[src/rtl/seg_scan_scheduler.sv]
`default_nettype none
// ============================================================================
// Module   : seg_scan_scheduler
// Purpose  : 8-digit seven-segment scan controller (BLANK/SHOW time-multiplexing).
//            Optional macro LEADING_ZERO_BLANK_EN suppresses leading-zero digits.
// Revision : 1.0
// ============================================================================
module seg_scan_scheduler #(
    parameter int REFRESH_DIV  = 100000,
    parameter int BLANK_CYCLES = 16
) (
    input  logic       clk,
    input  logic       reset,
    input  logic       enable,
    input  logic       wr_en,
    input  logic [2:0] wr_addr,
    input  logic [3:0] wr_data,
    output logic [3:0] digit_q,
    output logic [7:0] anode,
    output logic [2:0] digit_sel,
    output logic       frame_tick
);

    localparam int c_max_cnt = (REFRESH_DIV > BLANK_CYCLES) ? REFRESH_DIV : BLANK_CYCLES;
    localparam int c_cnt_w   = $clog2(c_max_cnt);
    localparam logic [c_cnt_w-1:0] c_show_last  = c_cnt_w'(REFRESH_DIV - 1);
    localparam logic [c_cnt_w-1:0] c_blank_last = c_cnt_w'(BLANK_CYCLES - 1);

    typedef enum logic [1:0] {
        S_IDLE  = 2'd0,
        S_BLANK = 2'd1,
        S_SHOW  = 2'd2
    } state_t;

    state_t               state_q, state_d;
    logic [c_cnt_w-1:0]   cnt_q, cnt_d;
    logic [2:0]           sel_d;
    logic                 tick_d;
    logic [7:0]           anode_d;
    logic [3:0]           digit_d;
    logic [3:0]           digits_q [8];
    logic [3:0]           digits_d [8];
    logic [7:0]           lit_mask;

    // Register file with this cycle's write folded in, so outputs see it at once.
    always_comb begin
        digits_d = digits_q;
        if (wr_en) begin
            digits_d[wr_addr] = wr_data;
        end
    end

    always_comb begin
        state_d = state_q;
        cnt_d   = cnt_q + 1'b1;
        sel_d   = digit_sel;
        tick_d  = 1'b0;
        if (!enable) begin
            state_d = S_IDLE;
            cnt_d   = '0;
            sel_d   = 3'd0;
        end else begin
            case (state_q)
                S_IDLE: begin
                    state_d = S_BLANK;
                    cnt_d   = '0;
                end
                S_BLANK: begin
                    if (cnt_q == c_blank_last) begin
                        state_d = S_SHOW;
                        cnt_d   = '0;
                    end
                end
                S_SHOW: begin
                    if (cnt_q == c_show_last) begin
                        state_d = S_BLANK;
                        cnt_d   = '0;
                        sel_d   = digit_sel + 3'd1;
                        tick_d  = (digit_sel == 3'd7);
                    end
                end
                default: begin
                    state_d = S_IDLE;
                    cnt_d   = '0;
                    sel_d   = 3'd0;
                end
            endcase
        end
    end

`ifdef LEADING_ZERO_BLANK_EN
    // A digit is lit if it or any more significant digit is non-zero; digit 0 always.
    always_comb begin
        logic above_nz;
        lit_mask = 8'hFF;
        above_nz = 1'b0;
        for (int n = 7; n >= 1; n--) begin
            above_nz    = above_nz | (digits_d[n] != 4'd0);
            lit_mask[n] = above_nz;
        end
        lit_mask[0] = 1'b1;
    end
`else
    always_comb begin
        lit_mask = 8'hFF;
    end
`endif

    always_comb begin
        anode_d = 8'hFF;
        if ((state_d == S_SHOW) && lit_mask[sel_d]) begin
            anode_d = ~(8'b1 << sel_d);
        end
        digit_d = (state_d == S_IDLE) ? 4'd0 : digits_d[sel_d];
    end

    always_ff @(posedge clk) begin
        if (reset) begin
            state_q    <= S_BLANK;
            cnt_q      <= '0;
            digit_sel  <= 3'd0;
            anode      <= 8'hFF;
            digit_q    <= 4'h0;
            frame_tick <= 1'b0;
            digits_q   <= '{default: 4'h0};
        end else begin
            state_q    <= state_d;
            cnt_q      <= cnt_d;
            digit_sel  <= sel_d;
            anode      <= anode_d;
            digit_q    <= digit_d;
            frame_tick <= tick_d;
            digits_q   <= digits_d;
        end
    end

endmodule
`default_nettype wire

[config.mk]
export PLATFORM = sky130hd
export DESIGN_NAME = seg_scan_scheduler
export DESIGN_NICKNAME = d
export VERILOG_FILES = /design/src/rtl/seg_scan_scheduler.sv
export SDC_FILE = /design/constraint.sdc
export NUM_CORES = 1
export LEC_CHECK = 0
export ABC_CLOCK_PERIOD_IN_PS = 3070
export CAP_MARGIN = 5
export CORE_MARGIN = 10
export CORE_UTILIZATION = 57
export CTS_CLUSTER_DIAMETER = 40
export DETAILED_ROUTE_END_ITERATION = 8
export PLACE_DENSITY = 0.87
export SLEW_MARGIN = 15
export SYNTH_ARGS = -nofsm -noshare
export SYNTH_HDL_FRONTEND = slang
export SYNTH_SLANG_ARGS = --single-unit
export TNS_END_PERCENT = 20
[constraint.sdc]
create_clock -name clk -period 3.07 [get_ports clk]
set_clock_uncertainty 0.1 [all_clocks]
set_input_delay 0.7675 -clock clk [delete_from_list [all_inputs] [get_ports clk]]
set_output_delay 0.7675 -clock clk [all_outputs]
set_load 0.02 [all_outputs]
## Word level (Yosys, flattened, before mapping)

Memories as Yosys holds them, arrays and structs flattened.
Cells that the tools add are included.

- Order comparisons: 4
- Reductions and logical operators: 9
- Equality and inequality tests: 6
- Div/mod/pow operators: 0
- Multipliers: 0
- Bitwise operators: 7
- Shift operators: 1
- Add/subtract/negate cells: 2
- Mux-type cells: 18

Operators by type and width:

| kind | count |
|---|---|
| 2-to-1 mux 17 bit | 2 |
| case mux 17 bit (2 select lines) | 1 |
| bitwise mux 32 bit | 1 |
| 2-to-1 mux 32 bit | 1 |
| adder 17 x 1 -> 17 bit, second input constant | 1 |
| equality test 17 bit, second input constant | 1 |
| equality test 17 x 4 -> 1 bit, second input constant | 1 |
| binary-select mux 4 bit (select 3 bit) | 1 |
| demux 4 bit (select 3 bit) | 1 |
| 2-to-1 mux 4 bit | 3 |
| greater-or-equal comparator 4 bit, second input constant | 2 |
| NOT 3 -> 4 bit | 2 |
| NOT 8 bit | 1 |
| OR reduction 2 bit | 4 |
| left shift 1 x 3 -> 8 bit, first input constant | 1 |
| 2-to-1 mux 2 bit | 3 |
| 2-to-1 mux 3 bit | 2 |
| case mux 2 bit (3 select lines) | 1 |
| case mux 3 bit (2 select lines) | 1 |
| equality test 2 bit, second input constant | 2 |
| logical NOT 2 bit | 2 |
| less-than comparator 3 x 4 -> 1 bit, second input constant | 1 |
| less-than comparator 4 x 1 -> 1 bit, second input constant | 1 |
| NOT 1 bit | 4 |
| other kinds (6) | 7 |

- Logic and storage cells: 62
- Output and inout bits: 16
- Bits in latches: 0
- Register bits: 67
- ROM bits: 8
- Input port bits: 11
- Memories kept: 1
- Memory bits (writable): 0

Memory list:

| name | words | bits a word | read ports | clocked after Yosys merged registers in | write ports | RTL line | RTL |
|---|---|---|---|---|---|---|---|
| (no name shown) | 8 | 1 | 1 | 0 | 0 | 111 | `if ((state_d == S_SHOW) && lit_mask[sel_d]) begin` |

## Logic depth before layout (Yosys ltp)

Gate-level depths: netlist of run 1.

- Depth in word-level cells: 10
- Depth in mapped cells: 12
- Depth with buffers taken out: 10

## Least setup slack after synthesis of run 1

No wires, ideal clock.

- Path type: reg2reg
- Start: register state_q[0]
- End: register digit_q[2]
- Period minus slack after synthesis: 2.566 ns
- Setup time: 0.131 ns
- Path buffers: 1
- Data required time: 2.839 ns
- Arrival: 2.335 ns
- Path slack: 0.504 ns
- Cell stages (with the launch flop): 12
- Path through: dfxtp_1 > inv_1 > ha_1 > clkbuf_1 > and4b_1 > o31ai_1 > o41ai_4 > or4_1 > o31a_1 > a2bb2oi_1 > o2111a_1 > nor4_1

- Cells in the longest elaborated chain, start to end: 8
- Elaborated cells on any way between the ends: 16
- Classes of those cells: eq/ne: 2; mux: 9; bitwise: 1; reduce/logical: 4

RTL lines:

| what | RTL line | RTL |
|---|---|---|
| start: declaration | 35 | `state_t state_q, state_d;` |
| start signal: assignment | 127 | `state_q <= state_d;` |
| equality test 2 x 1 -> 1 bit or logical NOT 2 bit (tied branches) | 63 | `case (state_q)` |
| OR reduction 2 bit (no line) | -- |  |
| case mux 3 bit (2 select lines) | 63 |  |
| 2-to-1 mux 3 bit | 58 | `if (!enable) begin` |
| NOT 3 -> 4 bit (not written as such) | 114 | `digit_d = (state_d == S_IDLE) ? 4'd0 : digits_d[sel_d];` |
| binary-select mux 4 bit (select 3 bit) | 114 |  |
| 2-to-1 mux 4 bit (not written as such) (2 in series) | 114 |  |
| end signal: assignment | 131 | `digit_q <= digit_d;` |
| end: declaration | 18 | `output logic [3:0] digit_q,` |

Several ways; a longest one is shown, not always the timed one. The select of a mux whose other input is x is not followed.
A chain may end at the register's enable or synchronous reset.

## Final worst setup path of run 1

- Start: register cnt_q[0]
- End: register digit_q[3]

- Cells in the longest elaborated chain, start to end: 8
- Elaborated cells on any way between the ends: 15
- Classes of those cells: eq/ne: 2; mux: 10; bitwise: 1; reduce/logical: 2

RTL lines:

| what | RTL line | RTL |
|---|---|---|
| start: declaration | 36 | `logic [c_cnt_w-1:0] cnt_q, cnt_d;` |
| start signal: assignment | 128 | `cnt_q <= cnt_d;` |
| equality test 17 bit | 75 | `if (cnt_q == c_show_last) begin` |
| 2-to-1 mux 3 bit | 75 |  |
| case mux 3 bit (2 select lines) | 63 |  |
| 2-to-1 mux 3 bit | 58 |  |
| NOT 3 -> 4 bit (not written as such) | 114 |  |
| binary-select mux 4 bit (select 3 bit) | 114 |  |
| 2-to-1 mux 4 bit (not written as such) (2 in series) | 114 |  |

Several ways; a longest one is shown, not always the timed one. The select of a mux whose other input is x is not followed.

==> summary.txt, run 1 <==
Synthesis
  – Distinct cells, synth: 60
  – Most common cell in the netlist: dfxtp_1
  – Avg Cell Area, Syn: 8.25 sq um
  – Top_reg_cell synth: dfxtp_1
  – Yosys Warn Count: 0
  – Synth area leader: dfxtp_1
  – Top post-synthesis cells by area: dfxtp_1 (39%), nand2_1 (6.0%), nor2_1 (5.5%)
  – Top cells by count, synth: dfxtp_1 (67), nand2_1 (55), nor2_1 (50), a21oi_1 (31), nand3_1 (27)
  – Post-synthesis sequential area ratio: 39.1%
  – #FFs+latches synth: 67
  – Mapped Cells: 416
  – Cell area after synthesis: 3430 sq um
  – Synth Net Count: 434
  – EDFF count, synth: 0
  – Ys async rst share: 0%
  – Area share of the largest cell type after synthesis: 39.1%

Routing
  – Routed WL: 8920 microns
  – Routed wl met2: 4160 microns
  – Vias: 3294
  – Highest routing layer actually used: met4
  – Detailed-routed wire length on met3: 729 microns
  – Via density: 6.15
  – DRT met1 WL: 3890 microns
  – Initial DRC count: 342
  – DRC: 0
  – DR WL/cell: 16.6 microns
  – First-pass DRT Iterations: 5
  – Routed Antenna Nets: 0

Timing
  – Final setup violation count: 0
  – Slew @ Worst Pin: 0.630 ns
  – Slew headroom: 57.9%
  – Fin Hold WS: 0.367 ns
  – Tcrit/Tclk final: 93.4%
  – Tmin final: 2.87 ns
  – Fmax: 0.349 GHz
  – Final Hold Viols: 0
  – Setup TNS: 0 ns
  – Final Max Tran Viols: 0

Worst setup path
  – Worst R2R Setup Slack: 0.20 ns
  – CP arrival: 3.03 ns
  – Worst Reg2Reg Path Length in Cells: 8
  – Critical Path Fanout Max: 6
  – CP max-delay cell: or3_4
  – CP endpoint kind: flop
  – CP Cell Sequence: ha_1 > nand3_2 > or3_4 > o41a_1 > and3_1 > a2111oi_1 > a2111oi_1 > nor4_1
  – Crit path buffers/inverters: 0
  – CP top delay family: simple AND/OR/NAND/NOR gates
  – Startpoint types: flop
  – Worst R2R End: digit_q[3]$_SDFF_PP0_
  – Worst setup startpoint: cnt_q[0]$_SDFF_PP0_
  – Worst R2R Start: cnt_q[0]$_SDFF_PP0_
  – CP dominant cell by count: a2111oi_1
  – Data required time at the worst endpoint: 3.23 ns
  – Largest stage delay, worst path: 0.46 ns
  – Crit Path Class: flop to flop

Clock network
  – Root buffer cell: clkbuf_8
  – Post_cts resized: 0
  – Hold buffers post-CTS: 0
  – CTS clk-pin slew, worst paths: 0.08 ns
  – TritonCTS Buffers: 9
  – CTS max path bufs: 2
  – Clk sinks: 67
  – H-tree Lvls: 3
  – Setup bufs post-CTS: 0
  – Clock latency on the worst-skew pair: 0.35 ns
  – CTS tree: done

Die
  – Area of the core: 5890 sq um
  – Height of the chip: 97.6 microns
  – Die Wd: 97.6 microns
  – Io pins: 27
  – Row cnt: 28
  – DIE AREA: 9520 sq um
  – Initial Util: 58.3%

Pwr
  – P per Cell Area: 463 nW/um^2
  – Power, Total: 1.90 mW
  – Leak Pwr: 1.48 nW
  – Peak supply drop: 0.279 mV

Cells and area
  – Fin util: 69.9%
  – Nets: 474
  – Fill count: 447
  – Fraction of layout instances using a drive strength above 1: 11.9%
  – Syn-to-layout area delta: 19.9%
  – Diodes inserted: 0

Global routing
  – Gr usage total: 17.9%
  – First-pass GRT wire length: 14500 microns
  – Global route total overflow: 0
  – Initial antenna violation count: 0
  – Vias in the first global route: 3067
  – Largest net degree at the start of global routing: 20

Worst hold path
  – Hold path start: digits_q[24]$_SDFF_PP0_
  – Type of the most critical hold path: flop to flop
  – Hold path endpoint: digits_q[24]$_SDFF_PP0_
  – WHS Path Cells: 2

Placement
  – Buffers on Ports: 26
  – GPL Wtd Cong: 0.872
  – DPL Wire Length: 6080 microns

Status
  – Status: finished, final reports clean

Job
  – Max cap viols: 0
## power by group
group	leakage (nW)	internal, mW	switching, mW	total (mW)
Sequential	0.542	0.880	0.00783	0.888
Clock	0.119	0.537	0.352	0.889
Combinational	0.815	0.0520	0.0760	0.128
## routing by layer
| metal | global-route usage [%] | vias to the layer above |
|---|---|---|
| met5 | 0 | - |
| met4 | 7.05 | 0 |
| met3 | 4.77 | 18 |
| met2 | 28.7 | 153 |
| met1 | 22.2 | 1553 |
| li1 | - | 1570 |
## placed cells by master, fill, tap and decap left out, types with 9 or more instances in the layout
cell type and count:
a21oi_1 31, buf_4 24, clkbuf_8 9, clkdlybuf4s50_1 26, dfxtp_1 67, inv_1 10
mux2i_1 17, nand2_1 55, nand3_1 27, nor2_1 50, nor3_1 10
## cell type report
class | count | area (sq um) | area share [%]
Tap cell | 75 | 93.8 | 2.28
Multi-Input combinational cell | 318 | 1960 | 47.7
Sequential cell | 67 | 1340 | 32.6
Inverter | 10 | 37.5 | 0.912
Clock buffer | 9 | 124 | 3.01
Timing Repair Buffer | 50 | 440 | 10.7
Clock inverter | 7 | 116 | 2.83
## stage by stage
stage | setup WS, ns | instance area [sq um] | std cells
finish | 0.203 | 4110 | 536
global route | -0.0212 | 4110 | 536
CTS | 0.255 | 4100 | 536
detailed placement | -0.0700 | 3860 | 520
global placement | -0.0371 | 3860 | 520
floorplan | 0.504 | 3430 | 416
## worst max-delay path by stage
| stage | end | slack, ns | depth (start not counted) |
|---|---|---|---|
| finish | digit_q[3]$_SDFF_PP0_ | 0.20 | 8 |
| detailed placement | digit_q[3]$_SDFF_PP0_ | -0.07 | 9 |
| global route | digit_q[3]$_SDFF_PP0_ | -0.02 | 9 |
| floorplan | digit_q[2]$_SDFF_PP0_ | 0.50 | 11 |
| global placement | digit_q[3]$_SDFF_PP0_ | -0.04 | 9 |
| CTS | digit_q[3]$_SDFF_PP0_ | 0.26 | 9 |
## flip-flops by register name (all words and copies together), names as in the netlist
signal / count
state_q: 2
digit_q: 4
frame_tick: 1
digits_q: 32
digit_sel: 3
cnt_q: 17
anode: 8
## worst reg2reg max path: cells and delay by family (launching register included)
| kind | cells | cell delay (ns) |
|---|---|---|
| simple gates | 4 | 1.04 |
| compound gates | 3 | 1.02 |
| flops | 1 | 0.39 |
| fa+ha+maj | 1 | 0.25 |
## logic make-up (layout without fill, tap and decap cells)
| family | count (synthesis) | count (layout) | share of synthesized area (%) |
|---|---|---|---|
| xor gates and xnor gates | 14 | 14 | 3.57 |
| AOI/OAI and AO/OA | 78 | 78 | 16.0 |
| buffers and inverters | 31 | 76 | 4.16 |
| and+or+nand+nor | 202 | 202 | 29.7 |
| DFF | 67 | 67 | 39.1 |
| adders and majority gates | 7 | 7 | 2.55 |
| muxes | 17 | 17 | 4.96 |
Power figures use the tool's default switching activity.
==> inputs of run 2 (changes only) <==
- TNS_END_PERCENT: 20 -> 50
==> results of run 2 <==
Final layout, timing and power as in run 1 (identical DEF).
